==> src/rtl/seg7_pkg.sv <==
// Shared constants for the binary-to-seven-segment converter: segment patterns,
// FSM state encoding and datapath widths.
package seg7_pkg;

    localparam int BCD_DIGITS = 4;
    localparam int BIN_W      = 14;

    // Segment order is bit0..bit6 = a..g, bit7 = decimal point.
    localparam logic [7:0] SEG_0     = 8'h3F;
    localparam logic [7:0] SEG_1     = 8'h06;
    localparam logic [7:0] SEG_2     = 8'h5B;
    localparam logic [7:0] SEG_3     = 8'h4F;
    localparam logic [7:0] SEG_4     = 8'h66;
    localparam logic [7:0] SEG_5     = 8'h6D;
    localparam logic [7:0] SEG_6     = 8'h7D;
    localparam logic [7:0] SEG_7     = 8'h07;
    localparam logic [7:0] SEG_8     = 8'h7F;
    localparam logic [7:0] SEG_9     = 8'h6F;
    localparam logic [7:0] SEG_DASH  = 8'h40;
    localparam logic [7:0] SEG_BLANK = 8'h00;

    typedef enum logic [1:0] {
        ST_IDLE  = 2'd0,
        ST_SHIFT = 2'd1,
        ST_LOAD  = 2'd2
    } state_e;

    function automatic logic [7:0] seg_digit(input logic [3:0] d);
        case (d)
            4'd0:    return SEG_0;
            4'd1:    return SEG_1;
            4'd2:    return SEG_2;
            4'd3:    return SEG_3;
            4'd4:    return SEG_4;
            4'd5:    return SEG_5;
            4'd6:    return SEG_6;
            4'd7:    return SEG_7;
            4'd8:    return SEG_8;
            4'd9:    return SEG_9;
            default: return SEG_BLANK;
        endcase
    endfunction

endpackage

==> src/rtl/seg7_encode.sv <==
// One digit of segment encoding: BCD digit with blank/dash overrides, dp bit
// and optional polarity inversion for common-anode displays.
module seg7_encode
    import seg7_pkg::*;
#(
    parameter bit ACTIVE_LOW = 1'b0
) (
    input  logic [3:0] digit_i,
    input  logic       blank_i,
    input  logic       dash_i,
    input  logic       dp_i,
    output logic [7:0] seg_o
);

    logic [7:0] pat;

    always_comb begin
        pat = seg_digit(digit_i);
        if (blank_i) pat = SEG_BLANK;
        if (dash_i)  pat = SEG_DASH;
        pat[7] = dp_i;
        seg_o  = ACTIVE_LOW ? ~pat : pat;
    end

endmodule

==> src/rtl/bin2seg4.sv <==
// Sequential double-dabble converter: 14-bit binary to four seven-segment
// digit patterns, one bit per clock, with start/busy/done handshake.
module bin2seg4
    import seg7_pkg::*;
#(
    parameter bit ACTIVE_LOW = 1'b0,
    parameter bit BLANK_LZ   = 1'b1
) (
    input  logic             clk,
    input  logic             rst,
    input  logic             start,
    input  logic [BIN_W-1:0] value,
    input  logic [3:0]       dp,
    output logic             busy,
    output logic             done,
    output logic             ovf,
    output logic [7:0]       dataA,
    output logic [7:0]       dataB,
    output logic [7:0]       dataC,
    output logic [7:0]       dataD
);

    localparam logic [7:0] RST_PAT = ACTIVE_LOW ? ~SEG_BLANK : SEG_BLANK;

    state_e                           state_q;
    logic [BIN_W-1:0]                 bin_q, bin_d;
    logic [4*BCD_DIGITS-1:0]          bcd_q, bcd_d, bcd_adj;
    logic [3:0]                       cnt_q;
    logic [3:0]                       dp_q;
    logic                             big_q;
    logic                             busy_q, done_q, ovf_q;
    logic [BCD_DIGITS-1:0][7:0]       seg_q, seg_d;
    logic [BCD_DIGITS-1:0]            blank;
    logic                             unused_bcd_msb;

    // Add-3 correction then one left shift of the combined {BCD, binary} register.
    always_comb begin
        bcd_adj = bcd_q;
        for (int i = 0; i < BCD_DIGITS; i++) begin
            if (bcd_q[4*i +: 4] >= 4'd5) bcd_adj[4*i +: 4] = bcd_q[4*i +: 4] + 4'd3;
        end
        bcd_d = {bcd_adj[4*BCD_DIGITS-2:0], bin_q[BIN_W-1]};
        bin_d = {bin_q[BIN_W-2:0], 1'b0};
    end

    assign unused_bcd_msb = bcd_adj[4*BCD_DIGITS-1];

    // Digit 3 is thousands; a digit blanks only when all more-significant digits blanked.
    always_comb begin
        blank    = '0;
        blank[3] = BLANK_LZ && (bcd_q[15:12] == 4'd0);
        blank[2] = blank[3] && (bcd_q[11:8] == 4'd0);
        blank[1] = blank[2] && (bcd_q[7:4] == 4'd0);
    end

    for (genvar g = 0; g < BCD_DIGITS; g++) begin : g_enc
        seg7_encode #(.ACTIVE_LOW(ACTIVE_LOW)) u_enc (
            .digit_i (bcd_q[4*g +: 4]),
            .blank_i (blank[g]),
            .dash_i  (big_q),
            .dp_i    (dp_q[g]),
            .seg_o   (seg_d[g])
        );
    end

    always_ff @(posedge clk) begin
        if (rst) begin
            state_q <= ST_IDLE;
            bin_q   <= '0;
            bcd_q   <= '0;
            cnt_q   <= '0;
            dp_q    <= '0;
            big_q   <= 1'b0;
            busy_q  <= 1'b0;
            done_q  <= 1'b0;
            ovf_q   <= 1'b0;
            seg_q   <= {BCD_DIGITS{RST_PAT}};
        end else begin
            done_q <= 1'b0;
            case (state_q)
                ST_IDLE: begin
                    if (start) begin
                        bin_q   <= value;
                        dp_q    <= dp;
                        big_q   <= (value > 14'd9999);
                        bcd_q   <= '0;
                        cnt_q   <= 4'd13;
                        busy_q  <= 1'b1;
                        state_q <= ST_SHIFT;
                    end
                end
                ST_SHIFT: begin
                    bcd_q <= bcd_d;
                    bin_q <= bin_d;
                    cnt_q <= cnt_q - 4'd1;
                    if (cnt_q == 4'd0) state_q <= ST_LOAD;
                end
                ST_LOAD: begin
                    seg_q   <= seg_d;
                    ovf_q   <= big_q;
                    done_q  <= 1'b1;
                    busy_q  <= 1'b0;
                    state_q <= ST_IDLE;
                end
                default: state_q <= ST_IDLE;
            endcase
        end
    end

    assign busy  = busy_q;
    assign done  = done_q;
    assign ovf   = ovf_q;
    assign dataA = seg_q[3];
    assign dataB = seg_q[2];
    assign dataC = seg_q[1];
    assign dataD = seg_q[0];

endmodule

==> config.mk <==
export PLATFORM = sky130hd
export DESIGN_NAME = bin2seg4
export DESIGN_NICKNAME = d
export VERILOG_FILES = /design/src/rtl/seg7_pkg.sv /design/src/rtl/seg7_encode.sv /design/src/rtl/bin2seg4.sv
export SDC_FILE = /design/constraint.sdc
export NUM_CORES = 1
export LEC_CHECK = 0
export BUFFER_PORTS_ARGS = -buffer_cell sky130_fd_sc_hd__buf_2
export CORE_MARGIN = 3
export CORE_UTILIZATION = 30
export DETAILED_ROUTE_END_ITERATION = 8
export SLEW_MARGIN = 10
export SYNTH_ARGS = -nofsm -noshare
export SYNTH_HDL_FRONTEND = slang
export SYNTH_HIERARCHICAL = 1
export SYNTH_SLANG_ARGS = --single-unit
export TNS_END_PERCENT = 100
==> constraint.sdc <==
create_clock -name clk -period 1.9 [get_ports clk]
set_input_delay 0 -clock clk [delete_from_list [all_inputs] [get_ports clk]]
set_output_delay 0 -clock clk [all_outputs]
set_load 0.005 [all_outputs]
==> results.ini, run 1 <==
[final_layout]
final_net_count = 612
layout-drive-gt1-share_pct = 23.5
antennaDiodeCount = 0
stdcell_count = 741
area.growth.synth_to_final_pct = 22.5

[synthesis]
netlist_instances = 494
syn_area_sq_um = 4240
async_flop_share_pct = 0
ys_seq_elements = 76
ys_types = 52
syn_avg_cell_area_sq_um = 8.59
synth-edff-count = 0
ys_seq_area_share_pct = 35.9
synth_ff_type = dfxtp_1
ys_warn_count = 6

[run]
drv_cap = 0

[grt]
met1_usage_pct = 16.2
grt_pass1_wl_mm = 16.5
grt_util_all_layers_pct = 12.7
use_met2_pct = 20.8
grt_max_degree = 46
antenna_found_initial = 0
grt_util_met3_pct = 3.47
grt_pass1_vias = 3422
grt.busiest_layer = met2
gr-total-overflow = 0

[floorplan]
core.rowCount = 42
dieArea_sq_um = 15600
io_pins = 56
core_area_sq_um = 13600
start_util_pct = 31.3
dieWidth_um = 125
die_h_um = 125

[hold_path]
worstHoldPathType = primary input to register
min_from = value[1]

[sta]
period_minus_slack_ns = 1.80
fmax_mhz = 554
hold_viol = 0
period_share_pct = 94.9
setup_tns_ns = 0
rsz0062_at_grt = false
slew_viol_final = 0
final-setup-viol-count = 0
skew_ns = 0.00899

[setup_path]
path_class = register to register
crit_family = simple AND/OR/NAND/NOR gates
cp.depth = 9
r2r-start = bcd_q[12]
reg2reg_to = dataC[3]
cp.required_ns = 2.17
crit_buf_inv = 1
crit_fanout = 6
slowest_stage = dfxtp_4
crit_path_end = dataC[3]
crit_path_cell_trace = inv_2, ha_2, nor3b_2, and3_4, and3_4, or2_4, a311oi_2, nand2_1, a21oi_1
arrival_ns = 2.07
worstSetupStartpoint = bcd_q[12]
startpoint_type = register
rr_worst_depth = 9
crit_path_end_kind = register
regToRegSetupSlack_ns = 0.1
max_stage_delay_ns = 0.34
cpMostUsedCell = and3_4

[detailed_routing]
drc_errors = 0
routed_wl_mm = 9.51
antenna_left = 0
routed_via_density = 4.79
vias = 3548
wl_per_cell_um = 12.8
drt_iter0_drc = 129
drt-pass1-iter-count = 4

[place]
dpl.cell_count = 714
routabilityCongestion = 0.792
hpwl_mm = 6.56
numPortBuffers = 55

[clocking]
h-tree-depth = 3
clock_path_buffers = 2
clock_sinks = 76
cts_tree = done
root_buffer = clkbuf_16
clkTransAtPathRegs_ns = 0.06
numCtsBuffers = 9
cts_setup_buffers = 0
insertion_delay_ns = 0.34

[status]
status = finished clean

[pwr]
p_leak_nw = 2.17
ir_worst_vdd_v = 0.000448
power_density_nw_per_um2 = 802

## per-layer routing
metal / up-vias / wire (um)
met3: 12 / 404
met2: 55 / 4560
met1: 1667 / 4420
met5: - / 0
li1: 1814 / -
met4: 0 / 126
## worst min-delay path: cells and delay by family
kind | cells | cell delay [ns]
AOI/OAI and AO/OA | 2 | 0.31
buffers and inverters | 1 | 0.07
and+or+nand+nor | 1 | 0.03
## area by class of cell
type | instances | area (sq um)
clock buffers | 9 | 225
clock inverters | 7 | 124
fillers | 1405 | 8360
inverters | 24 | 90.1
multi-input cells | 359 | 2440
flip-flops and latches | 76 | 1530
well taps | 176 | 220
repair buffers | 90 | 566
## synthesized netlist by cell type, types with 9 or more instances
cell type | number | area share, %
o221a_1 | 9 | 2.4
a21oi_1 | 52 | 6.1
nand2b_1 | 11 | 1.6
ha_1 | 31 | 9.1
nor2_1 | 31 | 2.7
buf_2 | 15 | 1.8
dfxtp_1 | 76 | 36
inv_1 | 23 | 2.0
nand2_1 | 87 | 7.7
nor2b_1 | 11 | 1.6
nor3b_1 | 9 | 1.6
## through the flow
step	total power, mW	setup slack, ns	cell area (sq um)	util [%]	hold WS, ns
floorplan	2.08	0.00575	4280	-	0.126
global placement	2.17	0.0325	4720	34.8	0.224
detailed placement	2.19	-0.0307	4720	34.8	0.236
CTS	4.22	0.0250	5180	38.2	0.0964
global route	4.35	0.0205	5200	38.3	0.147
finish	4.17	0.0964	5200	38.3	0.113
## cells by family after synthesis
kind of cell / Yosys count / synth area share [%]
simple gates: 183 / 21.2
compound gates: 119 / 20.7
flops: 76 / 35.9
buf+inv: 61 / 7.43
fa+ha+maj: 31 / 9.14
mux: 12 / 3.30
xor+xnor: 11 / 2.27
other cells: 1 / 0.0884
## worst min path at each step
stage	to	slack [ns]	cells after the start
after global placement	bin_q[0]	0.22	2
after detailed placement	bin_q[0]	0.24	2
after CTS	bin_q[1]	0.1	4
after global routing	bin_q[1]	0.15	4
after floorplan	bin_q[0]	0.13	1
final	bin_q[1]	0.11	4
## sequential cells by signal, summed over array words and instances, names as in the netlist, 2 cells and up
name / flops
bin_q: 14
state_q: 2
cnt_q: 4
dataA: 8
dataC: 8
bcd_q: 16
dp_q: 4
dataB: 8
dataD: 8
## cells in the final DEF (no fill, tap or decap), types with 4 or more instances in the layout
cell           count
or2_1              6
xor2_1             7
o31ai_1            7
nor2_1            31
buf_4             24
nor4b_1            4
nor3b_1            8
buf_2             55
dfxtp_1           74
o21a_1             5
nand2_1           87
clkbuf_16          9
a211oi_2           4
xnor2_1            4
nor3_1             5
a32oi_1            4
nand2b_1          11
o21ai_1            7
a211o_1            4
a21oi_1           51
dlygate4sd3_1     11
nor2b_1           10
mux2i_1            8
o221a_1            9
inv_1             21
a22o_1             5
or2b_1             4
a311oi_2           8
mux2_4             4
ha_1              30
## power by group
group	total, mW	internal, mW	switching [mW]
clock	2.00	1.29	0.708
combinational	0.443	0.193	0.250
sequential	1.72	1.67	0.0561
## what timing repair did
action,CTS,global route
setup endpoints to repair,2,5
gates resized for setup,1,3
pin swaps,0,1
hold buffers,11,0
hold endpoints to repair,10,0
Note: power is estimated with default switching activity, not from simulation.
==> run 2, diff against run 1 <==
TNS_END_PERCENT = unset   (was 100)
clock period = 2.2 ns   (was 1.9 ns; I/O delays follow)
==> results.ini, run 2 (synthesis results as in run 1) <==
[status]
status = finished clean

[place]
hpwl_mm = 6.62  ; +0.98%
routabilityCongestion = 0.806  ; +1.9%
numPortBuffers = 55  ; unchanged
dpl_cell_area_sq_um = 4640  ; -1.9%

[sta]
worst_pin_slew_ns = 0.648
period_minus_slack_ns = 2.10  ; +0.296 ns
slew_headroom_pct = 56.7
period_share_pct = 95.4  ; +0.49 points
setup_tns_ns = 0  ; unchanged
slew_viol_final = 0  ; unchanged
final-setup-viol-count = 0  ; unchanged
skew_ns = 0.00646  ; -0.00253 ns
hold_viol = 0  ; unchanged
fmax_mhz = 476  ; -14%

[grt]
grt_max_degree = 35  ; -24%
gr-total-overflow = 0  ; unchanged
grt_pass1_vias = 3447  ; +0.73%
antenna_found_initial = 0  ; unchanged
grt_util_all_layers_pct = 12.9  ; +0.19 points
grt_pass1_wl_mm = 16.6  ; +0.76%

[final_layout]
reg_top3 = bcd_q: 16 flops, bin_q: 14 flops
largest_reg_flops = 16  ; unchanged
seqCellArea_sq_um = 1520  ; -0.49%
regMostFlops = bcd_q
mostFrequentLayoutCell = nand2_1
final_area_sq_um = 5060  ; -2.6%
antennaDiodeCount = 0  ; unchanged
layout-drive-gt1-share_pct = 20.4  ; -3.2 points
area.growth.synth_to_final_pct = 19.3
nFillCells = 1411  ; +0.43%
final_cell_mix = 87 x nand2_1, 76 x dfxtp_1, 55 x buf_2
multiInputGateArea_sq_um = 2420  ; -0.77%
utilization_pct = 37.3  ; -0.99 points
final_net_count = 602  ; -1.6%

[setup_path]
path_class = register to register
startpoint_type = register
crit_path_end_kind = register
crit_fanout = 6  ; unchanged
cp.required_ns = 2.47  ; +0.30 ns
worstSetupStartpoint = bcd_q[12]
r2r-start = bcd_q[12]
arrival_ns = 2.37  ; +0.30 ns

[pwr]
ir_worst_vdd_v = 0.000363  ; -19%
power_density_nw_per_um2 = 683  ; -15%
p_leak_nw = 2.10  ; -3.4%

[clocking]
cts_setup_buffers = 0  ; unchanged
h-tree-depth = 3  ; unchanged
root_buffer = clkbuf_16
numCtsBuffers = 9  ; unchanged
clock_path_buffers = 2  ; unchanged
clock_sinks = 76  ; unchanged
clkTransAtPathRegs_ns = 0.06  ; about the same
cts_tree = done
insertion_delay_ns = 0.34  ; about the same

[hold_path]
min_from = rst
worstHoldPathType = primary input to register

[detailed_routing]
routed_via_density = 4.87  ; +1.7%
wl_per_cell_um = 13.4  ; +4.8%
routed_wl_mm = 9.83  ; +3.4%
drt_iter0_drc = 140  ; +8.5%
antenna_left = 0  ; unchanged
drc_errors = 0  ; unchanged
drt-pass1-iter-count = 4  ; unchanged
vias = 3558  ; +0.28%

[floorplan]
dieWidth_um = 125  ; unchanged
core.rowCount = 42  ; unchanged
dieArea_sq_um = 15600  ; unchanged
die_h_um = 125  ; unchanged
start_util_pct = 31.3  ; unchanged
core_area_sq_um = 13600  ; unchanged
io_pins = 56  ; unchanged

[run]
drv_cap = 0  ; unchanged

==> run 2: final timing paths <==
check	end	slack [ns]	cells after the start
worst min register to register	bin_q[12]	0.45	2
worst max register to register	dataC[5]	0.10	9
worst min-delay path	bcd_q[15]	0.09	2
worst max-delay path	dataC[5]	0.10	9
==> run 2: per-layer routing <==
| metal | GRT usage, % | part of all wire [%] | up-vias |
|---|---|---|---|
| met5 | 0 | 0 | - |
| met4 | 3.57 | 1.2 | 0 |
| li1 | - | - | 1794 |
| met3 | 3.77 | 4.2 | 9 |
| met2 | 22.1 | 48 | 74 |
| met1 | 15.7 | 47 | 1681 |
==> run 2: layout make-up <==
cell class                      instances  area share [%]
Multi-Input combinational cell        359            47.9
Sequential cell                        76            30.1
Timing Repair Buffer                   80            9.64
Clock buffer                           12            4.87
Tap cell                              176            4.35
Inverter                               24            1.78
Clock inverter                          4            1.43
==> run 2: timing repair <==
item	4_1_cts	5_1_grt
gates resized for setup	0	2
hold buffers	10	0
endpoints found under the setup margin	0	7
hold endpoints to repair	9	0
==> run 2: metrics by stage <==
step / setup slack [ns] / power [mW] / std cells / hold slack (ns)
floorplan: 0.132 / 1.79 / 496 / 0.126
global route: -0.0255 / 3.62 / 731 / 0.118
detailed placement: 0.0525 / 1.89 / 705 / 0.235
finish: 0.101 / 3.46 / 731 / 0.0892
global placement: 0.142 / 1.88 / 705 / 0.224
CTS: 0.0158 / 3.52 / 731 / 0.0825
==> run 2: power by group <==
group,internal (mW),leakage (nW),switching [mW]
Clock,1.02,0.153,0.564
Combinational,0.164,1.33,0.218
Sequential,1.44,0.618,0.0473
==> run 2: worst max-delay path, cell delays in order (launching register included) <==
cell,delay [ns]
dfxtp_1,0.33
inv_1,0.07
ha_1,0.25
nor3b_2,0.20
and3_1,0.21
and3_1,0.21
or2_4,0.29
a311oi_2,0.26
nand2_1,0.09
a21oi_1,0.13
